### config.mk
export PLATFORM = sky130hd
export DESIGN_NAME = vga_scan_ctrl
export DESIGN_NICKNAME = d
export VERILOG_FILES = /design/src/rtl/vga_scan_ctrl.sv
export SDC_FILE = /design/constraint.sdc
export NUM_CORES = 1
export LEC_CHECK = 0
export ABC_AREA = 0
export CAP_MARGIN = 20
export CORE_ASPECT_RATIO = 0.75
export CORE_MARGIN = 2
export CORE_UTILIZATION = 50
export CTS_CLUSTER_DIAMETER = 150
export DETAILED_ROUTE_END_ITERATION = 7
export PLACE_DENSITY = 0.81
export SYNTH_ARGS = -nofsm -noshare
export SYNTH_HDL_FRONTEND = slang
export SYNTH_SLANG_ARGS = --single-unit
### constraint.sdc
create_clock -name clk -period 3.2 [get_ports clk]
set_input_delay 0.32 -clock clk [delete_from_list [all_inputs] [get_ports clk]]
set_output_delay 0.32 -clock clk [all_outputs]
set_load 0.01 [all_outputs]
### src/rtl/vga_scan_ctrl.sv
// vga_scan_ctrl
//   VGA read-side scan controller for the 256x240 NES frame buffer.
//   Generates 640x480@60 timing, the frame-buffer read address, a 2-stage
//   pixel pipeline (data capture, registered palette lookup) and the syncs.
//   The picture is upscaled 2x into a 512x480 window starting at X_OFFSET.
//
// Ports
//   clk, rst              single clock, synchronous active-high reset
//   pix_en                pixel-rate enable; all state advances only when high
//   vga_row, vga_col      frame-buffer read address (col 511 = out of frame)
//   vga_data              frame-buffer read data for the current address
//   hsync, vsync          syncs, active level SYNC_POL, aligned with colour
//   red, green, blue      4-bit colour channels
//   vblank                high while the line counter is in vertical blanking
//   frame_start           one-clock pulse on the tick that enters vblank
//
// Build option
//   VGA_SCANLINE_EN       when defined, odd output lines are drawn at half
//                         intensity (each channel shifted right by one).

module vga_scan_ctrl #(
  parameter int unsigned H_VISIBLE = 640,
  parameter int unsigned H_FP      = 16,
  parameter int unsigned H_SYNC    = 96,
  parameter int unsigned H_BP      = 48,
  parameter int unsigned V_VISIBLE = 480,
  parameter int unsigned V_FP      = 10,
  parameter int unsigned V_SYNC    = 2,
  parameter int unsigned V_BP      = 33,
  parameter int unsigned X_OFFSET  = 64,
  parameter logic        SYNC_POL  = 1'b0
) (
  input  logic       clk,
  input  logic       rst,
  input  logic       pix_en,
  output logic [9:0] vga_row,
  output logic [9:0] vga_col,
  input  logic [7:0] vga_data,
  output logic       hsync,
  output logic       vsync,
  output logic [3:0] red,
  output logic [3:0] green,
  output logic [3:0] blue,
  output logic       vblank,
  output logic       frame_start
);

  localparam int unsigned H_TOTAL = H_VISIBLE + H_FP + H_SYNC + H_BP;
  localparam int unsigned V_TOTAL = V_VISIBLE + V_FP + V_SYNC + V_BP;
  localparam int unsigned IMG_W   = 512;

  localparam logic [9:0] H_LAST = 10'(H_TOTAL - 1);
  localparam logic [9:0] V_LAST = 10'(V_TOTAL - 1);
  localparam logic [9:0] H_VIS  = 10'(H_VISIBLE);
  localparam logic [9:0] V_VIS  = 10'(V_VISIBLE);
  localparam logic [9:0] V_VIS_LAST = 10'(V_VISIBLE - 1);
  localparam logic [9:0] IMG_LO = 10'(X_OFFSET);
  localparam logic [9:0] IMG_HI = 10'(X_OFFSET + IMG_W);
  localparam logic [9:0] HS_LO  = 10'(H_VISIBLE + H_FP);
  localparam logic [9:0] HS_HI  = 10'(H_VISIBLE + H_FP + H_SYNC);
  localparam logic [9:0] VS_LO  = 10'(V_VISIBLE + V_FP);
  localparam logic [9:0] VS_HI  = 10'(V_VISIBLE + V_FP + V_SYNC);

  logic [9:0] hcnt;
  logic [9:0] vcnt;
  logic       h_last;

  // Stage-0 (combinational) signals
  logic       in_img;
  logic       active;
  logic       hs_act;
  logic       vs_act;
  logic [9:0] hrel;

  // Stage-1 registers
  logic       s1_valid;
  logic [5:0] s1_idx;
  logic       s1_show;
  logic       s1_hs;
  logic       s1_vs;
  logic [11:0] pix_rgb;

  logic unused_bits;

  // ---------------------------------------------------------------------------
  // Raster counters
  // ---------------------------------------------------------------------------
  assign h_last = (hcnt == H_LAST);

  always_ff @(posedge clk) begin
    if (rst) begin
      hcnt <= '0;
      vcnt <= '0;
    end else if (pix_en) begin
      if (h_last) begin
        hcnt <= '0;
        vcnt <= (vcnt == V_LAST) ? '0 : vcnt + 10'd1;
      end else begin
        hcnt <= hcnt + 10'd1;
      end
    end
  end

  // ---------------------------------------------------------------------------
  // Stage 0: read address and raw timing flags
  // ---------------------------------------------------------------------------
  assign hrel   = hcnt - IMG_LO;
  assign in_img = (hcnt >= IMG_LO) && (hcnt < IMG_HI) && (vcnt < V_VIS);
  assign active = (hcnt < H_VIS) && (vcnt < V_VIS);
  assign hs_act = (hcnt >= HS_LO) && (hcnt < HS_HI);
  assign vs_act = (vcnt >= VS_LO) && (vcnt < VS_HI);

  assign vga_row = {1'b0, vcnt[9:1]};
  assign vga_col = in_img ? {1'b0, hrel[9:1]} : 10'd511;

  assign unused_bits = ^{vga_data[7:6], hrel[0]};

  // ---------------------------------------------------------------------------
  // Palette (NES 2C02, reduced to 4 bits per channel)
  // ---------------------------------------------------------------------------
  function automatic logic [11:0] nes_palette(input logic [5:0] idx);
    logic [11:0] c;
    case (idx)
      6'h00: c = 12'h777; 6'h01: c = 12'h00F; 6'h02: c = 12'h00B; 6'h03: c = 12'h42B;
      6'h04: c = 12'h908; 6'h05: c = 12'hA02; 6'h06: c = 12'hA10; 6'h07: c = 12'h810;
      6'h08: c = 12'h530; 6'h09: c = 12'h070; 6'h0A: c = 12'h060; 6'h0B: c = 12'h050;
      6'h0C: c = 12'h045; 6'h0D: c = 12'h000; 6'h0E: c = 12'h000; 6'h0F: c = 12'h000;
      6'h10: c = 12'hBBB; 6'h11: c = 12'h07F; 6'h12: c = 12'h05F; 6'h13: c = 12'h64F;
      6'h14: c = 12'hD0C; 6'h15: c = 12'hE05; 6'h16: c = 12'hF30; 6'h17: c = 12'hE51;
      6'h18: c = 12'hA70; 6'h19: c = 12'h0B0; 6'h1A: c = 12'h0A0; 6'h1B: c = 12'h0A4;
      6'h1C: c = 12'h088; 6'h1D: c = 12'h000; 6'h1E: c = 12'h000; 6'h1F: c = 12'h000;
      6'h20: c = 12'hFFF; 6'h21: c = 12'h3BF; 6'h22: c = 12'h68F; 6'h23: c = 12'h97F;
      6'h24: c = 12'hF7F; 6'h25: c = 12'hF59; 6'h26: c = 12'hF75; 6'h27: c = 12'hFA4;
      6'h28: c = 12'hFB0; 6'h29: c = 12'hBF1; 6'h2A: c = 12'h5D5; 6'h2B: c = 12'h5F9;
      6'h2C: c = 12'h0ED; 6'h2D: c = 12'h777; 6'h2E: c = 12'h000; 6'h2F: c = 12'h000;
      6'h30: c = 12'hFFF; 6'h31: c = 12'hAEF; 6'h32: c = 12'hBBF; 6'h33: c = 12'hDBF;
      6'h34: c = 12'hFBF; 6'h35: c = 12'hFAC; 6'h36: c = 12'hFDB; 6'h37: c = 12'hFEA;
      6'h38: c = 12'hFD7; 6'h39: c = 12'hDF7; 6'h3A: c = 12'hBFB; 6'h3B: c = 12'hBFD;
      6'h3C: c = 12'h0FF; 6'h3D: c = 12'hFDF; 6'h3E: c = 12'h000; default: c = 12'h000;
    endcase
    return c;
  endfunction

  // ---------------------------------------------------------------------------
  // Stage 1 capture and stage 2 output registers
  // ---------------------------------------------------------------------------
`ifdef VGA_SCANLINE_EN
  logic s1_odd;

  always_ff @(posedge clk) begin
    if (rst) begin
      s1_odd <= 1'b0;
    end else if (pix_en) begin
      s1_odd <= vcnt[0];
    end
  end

  always_comb begin
    pix_rgb = nes_palette(s1_idx);
    if (s1_odd) begin
      pix_rgb = {1'b0, pix_rgb[11:9], 1'b0, pix_rgb[7:5], 1'b0, pix_rgb[3:1]};
    end
  end
`else
  always_comb begin
    pix_rgb = nes_palette(s1_idx);
  end
`endif

  // Borders inside the visible area are blanked here as well, so the picture
  // stays black there even if the buffer does not return index 0x3F.
  always_ff @(posedge clk) begin
    if (rst) begin
      s1_valid <= 1'b0;
      s1_idx   <= '0;
      s1_show  <= 1'b0;
      s1_hs    <= 1'b0;
      s1_vs    <= 1'b0;
      hsync    <= ~SYNC_POL;
      vsync    <= ~SYNC_POL;
      red      <= '0;
      green    <= '0;
      blue     <= '0;
    end else if (pix_en) begin
      s1_valid <= 1'b1;
      s1_idx   <= vga_data[5:0];
      s1_show  <= active && in_img;
      s1_hs    <= hs_act;
      s1_vs    <= vs_act;
      if (s1_valid) begin
        hsync <= s1_hs ? SYNC_POL : ~SYNC_POL;
        vsync <= s1_vs ? SYNC_POL : ~SYNC_POL;
        {red, green, blue} <= s1_show ? pix_rgb : '0;
      end
    end
  end

  // ---------------------------------------------------------------------------
  // Frame status for the PPU side (not delayed with the pixel pipeline)
  // ---------------------------------------------------------------------------
  assign vblank = (vcnt >= V_VIS);

  always_ff @(posedge clk) begin
    if (rst) begin
      frame_start <= 1'b0;
    end else begin
      frame_start <= pix_en && h_last && (vcnt == V_VIS_LAST);
    end
  end

endmodule

# After elaboration in Yosys (flattened, before gate mapping)
# Memories as Yosys holds them, arrays and structs flattened. A register that Yosys moved wholly into a read port is not among the register bits.
# Index checks and enable logic that the tools add are counted.
dict set report op_classes {
  n_addsub 3
  magnitude_cmp 9
  eq_ne 3
  n_mux 8
  reduce_logical 10
}
# cell count
set op_table {}
lappend op_table {{$lt 10x10->1 const B} 3}
lappend op_table {{$add 10x1->10 const B} 2}
lappend op_table {{$eq 10x10->1 const B} 2}
lappend op_table {{$ge 10x9->1 const B} 2}
lappend op_table {{$lt 10x9->1 const B} 2}
lappend op_table {{$mux 10} 2}
lappend op_table {{$mux 12} 1}
lappend op_table {{$mux 6} 2}
lappend op_table {{$eq 10x9->1 const B} 1}
lappend op_table {{$ge 10x10->1 const B} 1}
lappend op_table {{$ge 10x7->1 const B} 1}
lappend op_table {{$sub 10x7->10 const B} 1}
lappend op_table {{$mux 9} 1}
lappend op_table {{$logic_and 1x1->1} 8}
lappend op_table {{$reduce_and 2->1} 2}
lappend op_table {{$mux 1} 2}
dict set report word_totals {
  register_bits 45
  mem_bits_ro 768
  input_bits 11
  out_inout_bits 36
  word_cells 47
  memories 1
}
# name depth word_bits rd rd_clocked_by_memory_dff write_ports line
set memory_table {}
lappend memory_table {{(no name shown)} 64 12 1 1 0 123} ;# case (idx)

# Depth between registers and ports, before layout
# Gate-level depths: netlist of the first run.
dict set report depth {
  word_depth 4
  ltp_mapped 11
  mapped_depth_nobuf 9
}

# Least setup slack after synthesis of the first run
# OpenSTA, ideal clock, no wires.
dict set report synth_path {
  path_type {input to register}
  start {input port pix_en}
  end {register pix_rgb[2] (netlist name)}
  setup_ns 0.078
  arrival_time_ns 2.296
  required_ns 3.122
  slack_ns 0.826
  path_stages 11
  n_path_buf 2
  path_cell_list {buf_6 > buf_4 > mux2i_1 > nor2_1 > inv_1 > ha_1 > nor2b_1 > a211oi_1 > a211oi_1 > o31a_1 > a32oi_1}
}
dict set report synth_via {
  elab_chain_cells 2
}
# item line
set synth_lines {}
lappend synth_lines {{start: declaration} 35} ;# input logic pix_en,
lappend synth_lines {{$mux 6 (no line) (2 in a row)} n/a}
# No other way between the ends.
# A chain may end at the register's enable or synchronous reset.

# Final worst setup path of the first run
dict set report layout_path {
  start {register hcnt[7]}
  end {output port vga_col[0]}
}
dict set report layout_via {
  elab_chain_cells 4
  word_cells_on_any_way 5
  cone_classes {2 x order compare; 1 x mux; 2 x reduce/logical}
}
# item line
set layout_lines {}
lappend layout_lines {{start: declaration} 64} ;# logic [9:0] hcnt;
lappend layout_lines {{start signal: assignment} 99} ;# hcnt <= hcnt + 10'd1;
lappend layout_lines {{$ge 10x7->1 / $lt 10x10->1 (equally long branches)} 108} ;# assign in_img = (hcnt >= IMG_LO) && (hcnt < IMG_HI) && (vcnt < V_VIS);
lappend layout_lines {{$logic_and 1x1->1 (*) (2 in a row)} 108}
lappend layout_lines {{$mux 9 (*)} 114} ;# assign vga_col = in_img ? {1'b0, hrel[9:1]} : 10'd511;
lappend layout_lines {{end: declaration} 37} ;# output logic [9:0] vga_col,
# Mark *: on every way between the ends. The rest lies on a longest branch, timed or not.

==> run_results.csv, run 1 <==
group,metric,value,unit
run_status,status,"finished, final reports clean",
floorplan,top_level_ports,47,
cts,cts_repair_resize_count,0,
global_routing,grt_overflow,0,
cts,clk_pin_slew,0.08,ns
setup_path,crit_arrival,2.64,ns
timing,fin_tns_setup,0,ns
timing,skew,0.01311,ns
cts,clock_sinks,57,
setup_path,cp-start-kind,"flop",
routing,drtAntennaViolNets,0,
global_routing,gr-usage-all-layers,0.2430,
cts,numCtsBuffers,9,
setup_path,crit-reg2reg-launch,"s1_idx[1]$_SDFFE_PP0P_",
routing,met1_length,4493,µm
logic_synthesis,synth.most_common_cell,"dfxtp_1",
placed_design,dpl_cell_area,4015,µm²
cts,cts.root.buffer_cell,"clkbuf_8",
cts,post_cts_buffers,0,
setup_path,required,2.88,ns
timing,rsz0062_at_grt,"no",
layout,final_area,4222,µm²
logic_synthesis,avgSynthCellArea,8.250,µm²
logic_synthesis,ys.flop_type,"dfxtp_1",
layout,finalNetCount,500,
global_routing,grt_pass1_wl,15060,µm
routing,drt_iter0_drc,335,
timing,max_freq,0.3382,GHz
run,max_cap_violations,0,
routing,met3_length,815,µm
routing,routed_wl,9267,µm
routing,wl_per_cell,16.20,µm
timing,setup_violations,0,
setup_path,critPathMaxFanout,9,
cts,cts_max_level,3,
routing,wl_met2,3880,µm
floorplan,dieArea,7930,µm²
placed_design,portBuffers,42,
timing,finalCritPeriodShare,0.9240,
setup_path,critPathKind,"reg -> out",
setup_path,r2r_end,"pix_rgb[2]$_DFF_P_",
hold_path,hold_start,"green[0]$_SDFFE_PP0P_",
cts,ctsHoldBuffers,0,
logic_synthesis,synth_commonest_cells,"dfxtp_1 (57), nand2_1 (42), a21oi_1 (34)",
pwr,power-per-cell-area,409.8,nW/µm²
pwr,total_power,1.730,mW
timing,fin_crit,2.957,ns
pwr,ir_drop,224.0,µV
logic_synthesis,syn_area,3613,µm²
cts,cts_tree,"done",
routing,num_vias,3328,
floorplan,die_w,102.2,µm
global_routing,antenna_found_initial,0,
layout,final_core_util,0.6121,
hold_path,whs_path_depth,2,
logic_synthesis,synth-edff-count,0,
layout,diodes,0,
placed_design,gp_congestion,0.9324,
hold_path,hp-class,"reg -> reg",
layout,area_growth,16.83,%
global_routing,first_global_vias,2981,
setup_path,r2r_cells,9,
floorplan,start_util,0.5239,
timing,hold_viol_final,0,
layout,final_cells,572,
floorplan,die_y,77.62,µm
pwr,power_leakage,1.515,nW
routing,drt_first_pass_iters,5,
cts,clk_latency,0.34,ns
logic_synthesis,yosys-top-cells-area,"dfxtp_1 (32%), ha_1 (6.9%), a21oi_1 (4.7%), nand2_1 (4.4%), nand3_1 (3.7%)",
logic_synthesis,ys_warn_count,0,
floorplan,core,6897,µm²
logic_synthesis,synth_top_area_frac,0.3158,
placed_design,hpwl,6625,µm
timing,setup_slack,0.2431,ns
timing,worst_pin_slew,0.6639,ns
logic_synthesis,synth_cell_type_count,77,
logic_synthesis,netlist_instances,438,
routing,drc,0,
logic_synthesis,synth_seq_cells,57,
setup_path,r2r_slack,0.94,ns
floorplan,rows,26,
timing,hold_slack,0.4488,ns
layout,drive_gt1_frac,0.1118,
logic_synthesis,synth-async-reset-ratio,0,
setup_path,critPathCaptureType,"output pin",
layout,fillers,637,
global_routing,grt_max_degree,37,
timing,slew_viol_final,0,
cts,ctsLongestPathBuffers,2,
timing,slew-limit-headroom,0.5544,
placed_design,dp_slack,0.2773,ns
placed_design,place_inst,556,
routing,vias_per_cell,5.818,
hold_path,min_to,"green[0]$_SDFFE_PP0P_",
logic_synthesis,synth_area_leader_cell,"dfxtp_1",
logic_synthesis,ys_seq_area_frac,0.3158,
routing,top_layer_used,"met4",
-- kinds of logic after synthesis --
family,synth area share
flip-flops,0.3158
XOR/XNOR,0.04605
other,0.001038
AO/OA/AOI/OAI,0.1981
adder cells (fa/ha/maj),0.07202
buffers and inverters,0.09695
multiplexers,0.03705
AND/OR/NAND/NOR,0.2330
-- power breakdown --
part	internal, mW	switching [mW]	leakage [nW]	total (mW)
Combinational	0.103	0.159	0.947	0.261
Sequential	0.743	0.0137	0.466	0.756
Clock	0.403	0.310	0.103	0.712
Total	1.25	0.482	1.51	1.73
-- routing by layer --
metal  GRT usage  vias up
met2      0.3428      167
met1      0.3602     1543
met4     0.04533        0
met3     0.08108       12
met5           0        -
li1            -     1606
-- worst max-delay path, cell delays in order, from the launching register on --
cell,delay [ns]
dfxtp_1,0.36
inv_1,0.16
ha_1,0.17
nor4bb_1,0.31
a211oi_1,0.14
a211oi_2,0.52
nand2_1,0.12
clkdlybuf4s50_1,0.51
-- worst max path at each step --
stage	start	to	slack, ns
finish	hcnt[7]$_SDFFE_PP0P_	vga_col[0]	0.24
global route	hcnt[7]$_SDFFE_PP0P_	vga_col[1]	0.08
CTS	hcnt[7]$_SDFFE_PP0P_	vga_col[0]	0.29
detailed placement	pix_en	pix_rgb[4]$_DFF_P_	0.28
global placement	pix_en	pix_rgb[4]$_DFF_P_	0.31
floorplan	pix_en	pix_rgb[2]$_DFF_P_	0.83
-- cells in the final DEF, fill, tap and decap left out, drive strengths merged, types with 4 or more instances in the layout --
cell	instances
a211oi	6
o211ai	7
nor3	20
nand2	43
ha	20
nor2	34
mux2i	8
o2111ai	4
nand4	8
dfxtp	57
buf	18
nand2b	9
nand3b	4
xnor2	11
clkbuf	12
a31oi	6
clkdlybuf4s50	42
inv	18
xor2	8
nand3	27
a21oi	35
o21ai	13
-- cell type report --
type / instances / area [µm²] / share of cell area
Clock inverter: 4 / 51.30 / 0.01215
Multi-Input combinational cell: 323 / 2126 / 0.5036
Sequential cell: 57 / 1141 / 0.2703
Timing Repair Buffer: 60 / 555.5 / 0.1316
Tap cell: 98 / 122.6 / 0.02905
Inverter: 18 / 70.07 / 0.01660
Clock buffer: 12 / 155.1 / 0.03675
-- sequential cells by signal, indices dropped and copies added, names as in the netlist, 4 cells and up --
register / cells
blue: 4
green: 4
red: 4
s1_idx: 6
pix_rgb: 12
hcnt: 10
vcnt: 10
(Power assumes the default switching activity.)
==> inputs of run 2 (changes only) <==
--- a/config.mk
+++ b/config.mk
@@ -12,7 +12,8 @@
 export CORE_UTILIZATION = 50
 export CTS_CLUSTER_DIAMETER = 150
 export DETAILED_ROUTE_END_ITERATION = 7
-export PLACE_DENSITY = 0.81
+export PLACE_DENSITY = 0.73
 export SYNTH_ARGS = -nofsm -noshare
 export SYNTH_HDL_FRONTEND = slang
 export SYNTH_SLANG_ARGS = --single-unit
+export TNS_END_PERCENT = 50
==> run 2 against run 1 <==
Effect of this change:
- sequential power is essentially flat
- routed wire length fell by 6.6%
- die area stayed put
- power is 6.2% lower
- clock power down 14%
- largest power group unchanged
- highest routed layer unchanged
==> run_results.csv, run 2 (synthesis results as in run 1) <==
group,metric,value,unit
cts,cts_repair_resize_count,0,
timing,hold_viol_final,0,
global_routing,grt_pass1_wl,14270,µm
routing,routed_wl,8657,µm
global_routing,first_global_vias,2891,
placed_design,gp_congestion,0.9814,
global_routing,globalRouteMet3Util,0.05405,
setup_path,crit_arrival,2.58,ns
pwr,power-per-cell-area,388.3,nW/µm²
layout,final_common_cell,"dfxtp_1",
global_routing,gr-usage-met1,0.3477,
floorplan,die_y,77.62,µm
routing,wl_per_cell,15.19,µm
timing,rsz0062_at_grt,"no",
cts,numCtsBuffers,9,
layout,drive_gt1_frac,0.1102,
global_routing,grt_max_degree,38,
timing,skew,0.01144,ns
cts,clk_latency,0.34,ns
setup_path,critPathCaptureType,"output pin",
global_routing,grt-busiest-layer,"met1",
layout,fillers,631,
timing,worst_pin_slew,0.6621,ns
setup_path,crit-reg2reg-launch,"s1_idx[0]$_SDFFE_PP0P_",
global_routing,gr-usage-all-layers,0.2265,
floorplan,dieArea,7930,µm²
global_routing,grt_overflow,0,
cts,clk_pin_slew,0.07,ns
timing,slew-limit-headroom,0.5556,
layout,area_growth,15.69,%
global_routing,antenna_found_initial,0,
layout,diodes,0,
setup_path,r2r_slack,0.87,ns
hold_path,hp-class,"reg -> reg",
routing,num_vias,3266,
timing,slew_viol_final,0,
timing,setup_violations,0,
floorplan,rows,26,
routing,drtAntennaViolNets,0,
global_routing,gr-usage-met2,0.3112,
timing,finalCritPeriodShare,0.9068,
layout,largest_reg_flops,12,
setup_path,critPathMaxFanout,9,
routing,drt_first_pass_iters,5,
cts,cts_tree,"done",
pwr,ir_drop,255.3,µV
timing,fin_tns_setup,0,ns
layout,finalNetCount,498,
setup_path,critPathMaxStageDelay,0.51,ns
routing,drt_iter0_drc,441,
run,max_cap_violations,0,
timing,fin_crit,2.902,ns
floorplan,top_level_ports,47,
placed_design,portBuffers,42,
setup_path,r2r_cells,8,
pwr,power_leakage,1.491,nW
setup_path,cp-startpoint,"hcnt[7]$_SDFFE_PP0P_",
routing,vias_per_cell,5.730,
setup_path,r2r_end,"pix_rgb[1]$_DFF_P_",
routing,drc,0,
layout,final_core_util,0.6061,
floorplan,core,6897,µm²
cts,ctsHoldBuffers,0,
run_status,status,"finished, final reports clean",
setup_path,cp-start-kind,"flop",
placed_design,hpwl,6246,µm
setup_path,crit_slowest_cell,"a211oi_2",
setup_path,cp_cell_sequence,"inv_1 -> ha_1 -> nor4bb_1 -> a211oi_1 -> a211oi_2 -> nand2_1 -> clkdlybuf4s50_1",
layout,final_cell_mix,"dfxtp_1 (57), nand2_1 (42), clkdlybuf4s50_1 (42), a21oi_1 (34), nor2_1 (33)",
cts,cts.root.buffer_cell,"clkbuf_8",
setup_path,endpoint,"vga_col[0]",
setup_path,critPathKind,"reg -> out",
setup_path,required,2.88,ns
cts,post_cts_buffers,0,
cts,ctsLongestPathBuffers,2,
floorplan,start_util,0.5239,
cts,clock_sinks,57,
timing,max_freq,0.3446,GHz
cts,cts_max_level,3,
floorplan,die_w,102.2,µm
run 2: changes by cell type in the layout (fill, tap and decap cells not counted):
| cell | change |
|---|---|
| clkinv_2 | +1 |
| buf_4 | -2 |
| clkbuf_8 | -1 |
| clkbuf_1 | -1 |
| bufinv_16 | -1 |
| clkinvlp_4 | +1 |
| inv_6 | +1 |
run 2: final cells by class:
cell class | count | area [µm²] | share of cell area
clock buffers | 10 | 137.6 | 0.03292
clock inverters | 6 | 42.54 | 0.01018
inverters | 18 | 70.07 | 0.01676
multi-input cells | 323 | 2126 | 0.5085
flip-flops and latches | 57 | 1141 | 0.2730
well taps | 98 | 122.6 | 0.02933
repair buffers | 58 | 540.5 | 0.1293
run 2: where the power goes:
| part | internal (mW) | total, mW | switching (mW) |
|---|---|---|---|
| combinational | 0.100 | 0.254 | 0.154 |
| sequential | 0.743 | 0.757 | 0.0146 |
| clock | 0.303 | 0.612 | 0.309 |
| total | 1.15 | 1.62 | 0.478 |
run 2: metrics by stage:
stage | total power, mW | cells | hold WS, ns | cell area, µm² | worst slack (ns)
2_1_floorplan | 0.9575 | 439 | 0.4463 | 3617 | 0.8261
3_3_place_gp | 1.019 | 554 | 0.4396 | 4000 | 0.3398
3_5_place_dp | 1.020 | 554 | 0.4452 | 4000 | 0.3085
4_1_cts | 1.627 | 570 | 0.4546 | 4180 | 0.2708
5_1_grt | 1.687 | 570 | 0.4696 | 4180 | 0.04646
6_report | 1.623 | 570 | 0.4520 | 4180 | 0.2982
run 2: per-layer routing:
metal / vias up / share of wire
met5: - / 0
met4: 0 / 0.014
met3: 16 / 0.081
met2: 144 / 0.41
met1: 1496 / 0.49
li1: 1610 / -
run 2: how the worst min path moves through the flow:
| stage | from | endpoint | slack [ns] | cells after the start |
|---|---|---|---|---|
| global route | green[0]$_SDFFE_PP0P_ | green[0]$_SDFFE_PP0P_ | 0.47 | 2 |
| floorplan | s1_vs$_SDFFE_PP0P_ | s1_vs$_SDFFE_PP0P_ | 0.45 | 2 |
| global placement | green[2]$_SDFFE_PP0P_ | green[2]$_SDFFE_PP0P_ | 0.44 | 2 |
| finish | blue[2]$_SDFFE_PP0P_ | blue[2]$_SDFFE_PP0P_ | 0.45 | 2 |
| detailed placement | blue[2]$_SDFFE_PP0P_ | blue[2]$_SDFFE_PP0P_ | 0.45 | 2 |
| CTS | blue[2]$_SDFFE_PP0P_ | blue[2]$_SDFFE_PP0P_ | 0.45 | 2 |
run 2: critical path: cells and delay by family (launching register included):
kind                     cells  cell delay (ns)
AO/OA/AOI/OAI                2             0.66
buffers and inverters        2             0.64
AND/OR/NAND/NOR              2             0.42
flip-flops                   1             0.36
adder cells (fa/ha/maj)      1             0.16
